==> src/rtl/instr_pkg.sv <==
// instr_pkg: shared RV32I format enum, NOP word and loader state enum
package instr_pkg;
  typedef enum logic [2:0] {
    FMT_R = 3'd0,
    FMT_I = 3'd1,
    FMT_S = 3'd2,
    FMT_B = 3'd3,
    FMT_U = 3'd4,
    FMT_J = 3'd5
  } fmt_e;
  localparam logic [31:0] NOP_WORD = 32'h00000013;
  typedef enum logic [1:0] {
    S_IDLE   = 2'd0,
    S_LOAD   = 2'd1,
    S_WRITE  = 2'd2,
    S_FINISH = 2'd3
  } state_e;
endpackage

==> src/rtl/riscv_32_instr_encoder.sv <==
// riscv_32_instr_encoder: combinational RV32I field encoder; immediate range check under INSTR_LOADER_RANGE_CHECK_EN
module riscv_32_instr_encoder
  import instr_pkg::*;
(
  input  logic [2:0]  fmt,
  input  logic [6:0]  opcode,
  input  logic [2:0]  funct3,
  input  logic [6:0]  funct7,
  input  logic [4:0]  rd,
  input  logic [4:0]  rs1,
  input  logic [4:0]  rs2,
  input  logic [31:0] imm,
  output logic [31:0] word,
  output logic        illegal,
  output logic        range_err
);
  // place fields per format; illegal formats collapse to a NOP
  always_comb begin
    illegal = fmt > 3'd5;
    word = fmt == FMT_R ? {funct7, rs2, rs1, funct3, rd, opcode} :
           fmt == FMT_I ? {imm[11:0], rs1, funct3, rd, opcode} :
           fmt == FMT_S ? {imm[11:5], rs2, rs1, funct3, imm[4:0], opcode} :
           fmt == FMT_B ? {imm[12], imm[10:5], rs2, rs1, funct3, imm[4:1], imm[11], opcode} :
           fmt == FMT_U ? {imm[31:12], rd, opcode} :
           fmt == FMT_J ? {imm[20], imm[10:1], imm[11], imm[19:12], rd, opcode} :
           NOP_WORD;
  end
`ifdef INSTR_LOADER_RANGE_CHECK_EN
  // the upper bits must be pure sign extension of the field's top bit
  logic fit12, fit13, fit21;
  assign fit12 = &imm[31:11] | ~|imm[31:11];
  assign fit13 = &imm[31:12] | ~|imm[31:12];
  assign fit21 = &imm[31:20] | ~|imm[31:20];
  assign range_err = (fmt == FMT_I || fmt == FMT_S) ? !fit12 :
                     fmt == FMT_B ? (!fit13 || imm[0]) :
                     fmt == FMT_J ? (!fit21 || imm[0]) :
                     fmt == FMT_U ? |imm[11:0] : 1'b0;
`else
  assign range_err = 1'b0;
`endif
endmodule

==> src/rtl/instr_loader.sv <==
// instr_loader: streams encoded RV32I words into instruction RAM, holding the CPU in reset meanwhile (INSTR_LOADER_RANGE_CHECK_EN enables immediate range errors)
module instr_loader
  import instr_pkg::*;
#(
  parameter int ADDR_W = 12
) (
  input  logic              clk,
  input  logic              res,
  input  logic              start,
  input  logic [ADDR_W-1:0] base_addr,
  input  logic              in_valid,
  output logic              in_ready,
  input  logic [2:0]        in_fmt,
  input  logic [6:0]        in_opcode,
  input  logic [2:0]        in_funct3,
  input  logic [6:0]        in_funct7,
  input  logic [4:0]        in_rd,
  input  logic [4:0]        in_rs1,
  input  logic [4:0]        in_rs2,
  input  logic [31:0]       in_imm,
  input  logic              in_last,
  output logic              mem_we,
  output logic [ADDR_W-1:0] mem_addr,
  output logic [31:0]       mem_wdata,
  output logic              cpu_hold,
  output logic              done,
  output logic [ADDR_W:0]   word_count,
  output logic              err
);
  state_e            state_q, state_d;
  logic [ADDR_W-1:0] addr_q, addr_d;
  logic [31:0]       wdata_q, wdata_d;
  logic [ADDR_W:0]   count_q, count_d;
  logic              last_q, last_d, err_q, err_d;
  logic [31:0]       enc_word;
  logic              enc_illegal, enc_range;
  riscv_32_instr_encoder u_enc (
    .fmt(in_fmt), .opcode(in_opcode), .funct3(in_funct3), .funct7(in_funct7),
    .rd(in_rd), .rs1(in_rs1), .rs2(in_rs2), .imm(in_imm),
    .word(enc_word), .illegal(enc_illegal), .range_err(enc_range)
  );
  assign in_ready   = state_q == S_LOAD;
  assign mem_we     = state_q == S_WRITE;
  assign done       = state_q == S_FINISH;
  assign cpu_hold   = state_q != S_IDLE;
  assign mem_addr   = addr_q;
  assign mem_wdata  = wdata_q;
  assign word_count = count_q;
  assign err        = err_q;
  // next-state: accept a beat in LOAD, commit it in WRITE, wrap counter flags err
  always_comb begin
    state_d = state_q;
    addr_d  = addr_q;
    wdata_d = wdata_q;
    count_d = count_q;
    last_d  = last_q;
    err_d   = err_q;
    case (state_q)
      S_IDLE: if (start) begin
        state_d = S_LOAD;
        addr_d  = base_addr;
        count_d = '0;
        err_d   = 1'b0;
      end
      S_LOAD: if (in_valid) begin
        state_d = S_WRITE;
        wdata_d = enc_word;
        last_d  = in_last;
        err_d   = err_q | enc_illegal | enc_range;
      end
      S_WRITE: begin
        state_d = last_q ? S_FINISH : S_LOAD;
        addr_d  = addr_q + (ADDR_W)'(1);
        count_d = count_q + (ADDR_W+1)'(1);
        err_d   = err_q | (&addr_q);
      end
      default: state_d = S_IDLE;
    endcase
  end
  // state registers, async reset clears everything
  always_ff @(posedge clk or posedge res) begin
    if (res) begin
      state_q <= S_IDLE;
      addr_q  <= '0;
      wdata_q <= '0;
      count_q <= '0;
      last_q  <= 1'b0;
      err_q   <= 1'b0;
    end else begin
      state_q <= state_d;
      addr_q  <= addr_d;
      wdata_q <= wdata_d;
      count_q <= count_d;
      last_q  <= last_d;
      err_q   <= err_d;
    end
  end
endmodule
==> config.mk <==
export PLATFORM = sky130hd
export DESIGN_NAME = instr_loader
export DESIGN_NICKNAME = d
export VERILOG_FILES = /design/src/rtl/instr_pkg.sv /design/src/rtl/riscv_32_instr_encoder.sv /design/src/rtl/instr_loader.sv
export SDC_FILE = /design/constraint.sdc
export NUM_CORES = 1
export LEC_CHECK = 0
export CORE_ASPECT_RATIO = 0.75
export CORE_UTILIZATION = 46
export CTS_CLUSTER_SIZE = 24
export DETAILED_ROUTE_END_ITERATION = 8
export GPL_ROUTABILITY_DRIVEN = 0
export GPL_TIMING_DRIVEN = 0
export PLACE_DENSITY = 0.87
export SLEW_MARGIN = 15
export SYNTH_ARGS = -nofsm -noshare
export SYNTH_HDL_FRONTEND = slang
export SYNTH_SLANG_ARGS = --single-unit
==> constraint.sdc <==
create_clock -name clk -period 5 [get_ports clk]
set_input_delay 1 -clock clk [delete_from_list [all_inputs] [get_ports clk]]
set_output_delay 1 -clock clk [all_outputs]
set_load 0.02 [all_outputs]
==> run_results.csv <==
group,metric,value,unit
grt,grt-ovfl-total,0,
critical_path,arrival,1.93,ns
synthesis,synth_cell_type_count,46,
finish,diodes,0,
floorplan,io_pins,146,
grt,grt_use_total,0.273,
floorplan,die_area,7610,µm²
floorplan,rows,26,
power,ir_drop,0.000345,V
floorplan,initial_utilization,0.482,
critical_path,crit_fanout,10,
timing,hold_viol,0,
synthesis,synth-seq-cells,61,
grt,grt_pass1_vias,3116,
timing,max_freq,0.341,GHz
min_path,min_path_type,"flop to flop",
place,place_area,4900,µm²
timing,min_period,2.93,ns
critical_path,end_kind,"primary output",
place,dp.final_hpwl,8.06,mm
finish,layout_common_cells,"clkdlybuf4s50_1 (144), dfrtp_1 (61), nor2_1 (53)",
detailed_routing,drt-wirelength-per-cell,17.1,µm
detailed_routing,drc,0,
synthesis,synth_fp_nets,452,
clock_network,cts_buffers,9,
place,io_buffers,144,
floorplan,die_x,100,µm
finish,final_cell_area,5130,µm²
clock_network,cts-root-buf,"clkbuf_8",
finish,layout.cells.non_filler,620,
grt,antenna_found_initial,0,
clock_network,post_cts_resized,0,
clock_network,postCtsSetupRepairBufs,0,
clock_network,ctsHoldBuffers,0,
critical_path,r2r_slack,2.90,ns
timing,slew-limit-headroom,0.505,
timing,setup_violations,0,
clock_network,clockBufferDepth,2,
detailed_routing,wl,10.6,mm
flow_run,drv_cap,0,
synthesis,yosysWarnings,0,
synthesis,ys_seq_area_frac,0.457,
finish,layout.nets,607,
critical_path,start_kind,"flop",
timing,finClkSkew,0.00603,ns
clock_network,cts_tree,"yes",
grt,grt_max_degree,62,
clock_network,htreeDepth,3,
place,dp_cells,604,
timing,worstMarginPinSlew,0.742,ns
synthesis,syn_area_per_cell,9.22,µm²
clock_network,clk_latency,0.33,ns
timing,fin_setup_tns,0,ns
synthesis,synth_cells,362,
grt,grt_pass1_wl,15.8,mm
critical_path,crit_type,"flop to primary output",
run_status,status,"finished, final reports clean",
detailed_routing,first_iter_violations,260,
timing,finalMaxSlewViolations,0,
finish,drive_above_1_share,0.0670,
power,powerDensity,562,nW/µm²
detailed_routing,dr.pass1.iters,5,
clock_network,clk_pin_slew,0.07,ns
floorplan,die_h,75.8,µm
finish,final_common_cell,"clkdlybuf4s50_1",
timing,fin_crit_sh,0.586,
detailed_routing,antenna_left,0,
timing,rsz0062_at_grt,"no",
detailed_routing,vias,3503,
timing,hold_ws,0.491,ns
clock_network,cts.sinks,61,
synthesis,synthesis.area,3340,µm²
power,p_leak,2.09,nW
critical_path,worst-endpoint-required,4.00,ns
detailed_routing,viasPerCell,5.65,
finish,syn2layout_area_growth,53.7,%
floorplan,coreArea,6930,µm²
## per-stage QoR
step	power, mW	setup slack, ns	util
2_1_floorplan	1.70	2.49	-
3_5_place_dp	2.38	2.23	0.708
3_3_place_gp	2.33	1.40	0.707
6_report	2.88	2.07	0.740
4_1_cts	2.89	2.07	0.740
5_1_grt	3.05	1.99	0.740
## routing by layer
metal | global-route usage | part of all wire | vias to the layer above
li1 | - | - | 1643
met1 | 0.398 | 0.45 | 1699
met2 | 0.416 | 0.47 | 146
met3 | 0.0560 | 0.065 | 15
met4 | 0.0741 | 0.015 | 0
met5 | 0 | 0 | -
## synth_stat cells, drive strengths merged
cell type   n  area, µm²
a21oi      20        100
a221oi     19        166
a22o        6       52.6
a22oi       6       45.0
a2bb2oi     1       8.76
a311oi      1       8.76
a31oi       1       6.26
a32o        1       10.0
a32oi       1       8.76
a41o        1       10.0
and2        1       6.26
and3        3       18.8
and4        3       26.3
buf        14       73.8
clkbuf      9       35.0
dfrtp      61       1530
ha          6       75.1
inv        10       37.5
maj3        1       10.0
mux2        3       37.5
mux2i      19        194
nand2      34        128
nand2b      3       18.8
nand3      13       65.1
nand4       6       37.5
nor2       53        199
nor2b       9       56.3
nor3        6       30.0
nor3b       1       7.51
nor4        4       25.0
o211ai      7       52.6
o21a        5       37.5
o21ai      15       75.1
o221a       1       11.3
o22a        3       26.3
o22ai       8       50.1
o311ai      1       8.76
o31ai       1       7.51
o32a        1       10.0
xnor2       3       26.3
xor2        1       8.76
## final cells by class
type | instances | area, µm²
Tap cell | 98 | 123
Timing Repair Buffer | 144 | 1440
Clock buffer | 12 | 155
Inverter | 10 | 40.0
Buffer | 23 | 109
Sequential cell | 61 | 1530
Fill cell | 525 | 1800
Clock inverter | 4 | 70.1
Multi-Input combinational cell | 268 | 1670
## final timing paths
kind,endpoint,cells after the start,startpoint
min in group asynchronous,mem_wdata[21],2,res
max reg2reg,word_count[8],8,state_q[0]
max in group asynchronous,mem_wdata[30],2,res
max,cpu_hold,5,state_q[0]
min,mem_wdata[23],1,mem_wdata[23]
min reg2reg,mem_wdata[23],1,mem_wdata[23]
## state kept, by name, indices dropped and copies added (netlist names)
signal / flops
err: 1
last_q: 1
mem_addr: 12
mem_wdata: 32
state_q: 2
word_count: 13
## critical path, cell delays in order (launching register included)
cell and delay (ns):
dfrtp_1 0.43, inv_1 0.11, ha_1 0.21, buf_4 0.17
inv_1 0.08, clkdlybuf4s50_1 0.60
## cells by family after synthesis
group	Yosys count	synth area share
xor+xnor	4	0.0105
buf+inv	33	0.0438
mux	22	0.0693
fa+ha+maj	7	0.0255
flops	61	0.457
compound gates	99	0.208
simple gates	136	0.185
## where the power goes
| group | switching, mW | internal (mW) |
|---|---|---|
| Combinational | 0.812 | 0.702 |
| Sequential | 0.172 | 0.700 |
| Clock | 0.190 | 0.307 |
(Power assumes the default switching activity.)
==> RTL edit 1: new RTL, same flow settings <==
Add a define of `INSTR_LOADER_RANGE_CHECK_EN`.
--- a/src/rtl/riscv_32_instr_encoder.sv
+++ b/src/rtl/riscv_32_instr_encoder.sv
@@ -1,4 +1,6 @@
 // riscv_32_instr_encoder: combinational RV32I field encoder; immediate range check under INSTR_LOADER_RANGE_CHECK_EN
+`define INSTR_LOADER_RANGE_CHECK_EN
+
 module riscv_32_instr_encoder
   import instr_pkg::*;
 (
Function: changed (Yosys sat finds a counterexample within 4 cycles, from zero or initial values).
==> RTL edit 1 against the original RTL <==
  * Global-route usage is 2.4 points higher
  * Clock skew is 0.0049 ns higher
  * Area after synthesis is 5.3% higher
  * Wire length is 7.5% higher
  * Largest power group unchanged
  * Setup slack better by 0.058 ns
  * Via count is 11% higher
  * Final area is 3.0% higher
  * Critical endpoint unchanged
  * Fmax is 2.0% higher
  * Non-clock buffer count is 1 lower
  * Sequential cell count stayed put
  * Power is 2.6% lower
==> RTL edit 1: results (changes against the original RTL) <==
=================================================================================
Vias in the first global route .....................................        3,697   +19%
Post-Place Cell Area ...............................................  0.00508 mm2   +3.7%
Worst-case vdd ir drop .............................................       299 uV   -13%
Most used standard cells in the synthesized netlist ................ nor2_1 (69), dfrtp_1 (61), nand2_1 (37)
Vias per cell ......................................................         5.87   +3.8%
Reported clock group power .........................................       449 uW   -9.7%
Hold path start .................................................... mem_wdata[31]$_DFFE_PP0P_
Hold Path Sink ..................................................... mem_wdata[31]$_DFFE_PP0P_
Post-Route Hold Slack ..............................................     0.476 ns   -0.0153 ns
Cells taking the most area after synthesis ......................... dfrtp_1 (43%), nor2_1 (7.4%), a221oi_1 (6.0%)
Data arrival time of the worst path ................................      1.87 ns   -0.06 ns
Outcome ............................................................ complete, no violations
Lkg Pwr ............................................................      2.09 nW   -0.34%
Total global routing track utilization .............................        0.297   +0.0238
Compound-Gate Fraction of Synth Area ...............................        0.208   -0.000849
Clock latency of the later-clocked register in the worst-skew pair .      0.35 ns   +0.02 ns
Internal portion of total power ....................................      1.63 mW   -4.7%
Sequential share of power ..........................................        0.311   +0.008
Mux contribution to synthesized area ...............................       0.0374   -0.0320
FF-to-FF setup slack ...............................................      2.99 ns   +0.09 ns
Worst Clk Skew .....................................................    0.0109 ns   +0.00486 ns
Share of post-route cells with drive strength above 1 ..............       0.0555   -0.0116
Total wire length ..................................................      11.4 mm   +7.5%
Post-synthesis adder-cell area fraction ............................       0.0242   -0.00128
Share of the yosys chip area belonging to registers ................        0.434   -0.0230
Sequential power ...................................................       872 uW   about the same
Endpoint of the lowest-slack register-to-register path ............. word_count[2]$_DFFE_PP0P_
=================================================================================
[RTL edit 1: layout make-up]
class	instances	area, um2
timing repair buffer	144	1440
inverter	11	43.8
tap	101	126
clock inverter	4	47.5
multi-input combinational	306	1850
sequential	61	1530
buffer	22	97.6
clock buffer	11	151
fill	611	2080
[RTL edit 1: how the worst max path moves through the flow]
stage / from / to / cells after the start
3_5_place_dp: in_fmt[2] / mem_wdata[20]$_DFFE_PP0P_ / 5
4_1_cts: state_q[0]$_DFFE_PP0P_ / cpu_hold / 5
3_3_place_gp: res / mem_wdata[18]$_DFFE_PP0P_ / 2
5_1_grt: state_q[0]$_DFFE_PP0P_ / cpu_hold / 5
2_1_floorplan: res / err$_DFFE_PP0P_ / 1
6_report: state_q[0]$_DFFE_PP0P_ / cpu_hold / 5
[RTL edit 1: per-stage QoR]
step,setup WS (ns),std cells
3_5_place_dp,2.05,645
5_1_grt,2.05,660
3_3_place_gp,1.41,645
6_report,2.13,660
4_1_cts,2.13,660
2_1_floorplan,2.49,400
[RTL edit 1: worst min-delay path, cell delays in order (launching register included)]
cell	delay [ns]
dfrtp_1	0.34
nand2_1	0.05
o31ai_1	0.05
[RTL edit 1: logic make-up after synthesis]
| family | count (synthesis) |
|---|---|
| mux | 12 |
| compound gates | 107 |
| fa+ha+maj | 7 |
| buf+inv | 33 |
| flops | 61 |
| xor+xnor | 8 |
| simple gates | 172 |
[RTL edit 1: metal layers]
metal  global-route usage  wire length (um)  up-vias
li1                     -                 -     1786
met1                0.409              4920     1856
met2                0.457              5280      210
met3               0.0793              1000       20
met4               0.0845               201        0
met5                    0                 0        -
==> RTL edit 2: new RTL, same settings <==
Made on the original files. Put one more register stage on the output `word_count`, without a reset. The value now appears one clock later. The other outputs are not delayed to match.
--- a/src/rtl/instr_loader.sv
+++ b/src/rtl/instr_loader.sv
@@ -45,7 +45,9 @@
   assign cpu_hold   = state_q != S_IDLE;
   assign mem_addr   = addr_q;
   assign mem_wdata  = wdata_q;
-  assign word_count = count_q;
+  always_ff @(posedge clk) begin
+    word_count <= count_q;
+  end
   assign err        = err_q;
   // next-state: accept a beat in LOAD, commit it in WRITE, wrap counter flags err
   always_comb begin
Check against the original RTL: not equivalent (Yosys sat finds a counterexample within 4 cycles, from zero or initial values).
==> RTL edit 2 against the original RTL <==
  * Wire length fell by 2.0%
  * Count of clock-buffer cells in the layout fell by 2
  * Power fell by 1.5%
  * Synthesized cell count rose by 0.83%
  * Setup slack improved by 0.090 ns
  * Fmax rose by 3.2%
  * Sequential cell count rose by 13
  * Final area rose by 3.0%
  * Clock power fell by 4.0%
  * Final cell count rose by 0.97%
  * Core utilization fell by 2.3 points
  * Area after synthesis rose by 5.3%
  * Sequential power rose by 10%
  * Critical endpoint unchanged
  * Largest power group unchanged
==> RTL edit 2: results (changes against the original RTL) <==
=======================================================================================
Yosys warns ..............................................................            0   unchanged
Share of the yosys chip area belonging to registers ......................        0.508   +0.0511
FF-to-FF setup slack .....................................................      2.91 ns   about the same
Number of violations reported at the end of detailed-routing iteration 0 .          185   -29%
Endpoint of the lowest-slack register-to-register path ................... mem_addr[8]$_DFFE_PP0P_
Power consumed by combinational cells ....................................      1.40 mW   -7%
Worst-case vdd ir drop ...................................................       282 uV   -18%
Clock latency of the later-clocked register in the worst-skew pair .......      0.35 ns   +0.02 ns
Total global routing track utilization ...................................        0.273   +0.000434
Data arrival time of the worst path ......................................      1.84 ns   -0.09 ns
Hold path start .......................................................... count_q[9]$_DFFE_PP0P_
Reg2Reg Depth ............................................................            7   -1
HPWL reported at the end of detailed placement ...........................      7.74 mm   -4.0%
Path class of the lowest-slack min-delay path ............................ flip-flop to flip-flop
Largest fanout on the critical path ......................................            7   -3
Sequential share of power ................................................        0.338   +0.035
Post-Layout Cell Count ...................................................          626   +0.97%
FFs w/ async S/R, synth ..................................................        0.824   -0.176
Total power ..............................................................      2.84 mW   -1.5%
Outcome .................................................................. complete, no violations
Vias per cell ............................................................         5.59   -1.1%
Most used standard cells in the synthesized netlist ...................... dfrtp_1 (61), nor2_1 (50), nand2_1 (29)
Hold Path Sink ........................................................... word_count[9]$_DFF_P_
Mapped Nets ..............................................................          455   +0.66%
Share of post-route cells with drive strength above 1 ....................       0.0590   -0.00800
Net Switching ............................................................      1.14 mW   -3.1%
Hold-critical path depth .................................................            0   -1
Lkg Pwr ..................................................................      2.15 nW   +2.4%
Synth unique cells .......................................................           43   -6.5%
Post-Syn Instances .......................................................          365   +0.83%
Global-route wire length before repair ...................................      16.5 mm   +4.7%
Total wire length ........................................................      10.4 mm   -2.0%
Vias in the first global route ...........................................        3,414   +9.6%
Cells taking the most area after synthesis ............................... dfrtp_1 (43%), dfxtp_1 (7.4%), nor2_1 (5.3%)
Worst Clk Skew ...........................................................   0.00814 ns   +0.00211 ns
Headroom to the max-slew limit ...........................................        0.486   -0.0192
Number of nets at the end of the flow ....................................          610   +0.49%
# fillers ................................................................          571   +8.8%
=======================================================================================
==> RTL edit 2: changes by cell type after synthesis, moves of 5 or more <==
cell / delta
nand2_1: -5
clkbuf_1: +7
xor2_1: +5
buf_2: -5
mux2i_1: -10
nor3_1: -5
or3_1: +6
dfxtp_1: +13
o21ai_0: +7
==> RTL edit 2: logic make-up after synthesis <==
logic type	share of synthesized area
AND/OR/NAND/NOR	0.175
AO/OA/AOI/OAI	0.208
flip-flops	0.508
buffers and inverters	0.0363
multiplexers	0.0367
XOR/XNOR	0.0150
adder cells (fa/ha/maj)	0.0214
==> RTL edit 2: through the flow <==
| stage | worst slack [ns] | util | instance area (um2) | hold slack, ns |
|---|---|---|---|---|
| floorplan | 2.49 | - | 3510 | 0.355 |
| global placement | 1.39 | 0.690 | 5080 | 0.375 |
| detailed placement | 2.16 | 0.690 | 5080 | 0.392 |
| CTS | 2.14 | 0.718 | 5290 | 0.412 |
| global route | 2.06 | 0.718 | 5290 | 0.441 |
| finish | 2.16 | 0.718 | 5290 | 0.410 |
==> RTL edit 2: area by class of cell <==
type | instances | area (um2) | share of cell area
multi-input cells | 261 | 1600 | 0.303
repair buffers | 144 | 1440 | 0.273
clock buffers | 10 | 138 | 0.0260
clock inverters | 6 | 63.8 | 0.0121
plain buffers | 22 | 97.6 | 0.0185
flip-flops and latches | 74 | 1790 | 0.338
well taps | 101 | 126 | 0.0239
inverters | 8 | 32.5 | 0.00615
==> RTL edit 2: metal layers <==
metal	global-route usage	share of wire	wire (um)	vias to the layer above
met5	0	0	0	-
met4	0.0944	0.017	178	0
met3	0.0649	0.086	894	18
met2	0.458	0.50	5240	200
met1	0.344	0.39	4080	1641
li1	-	-	-	1640
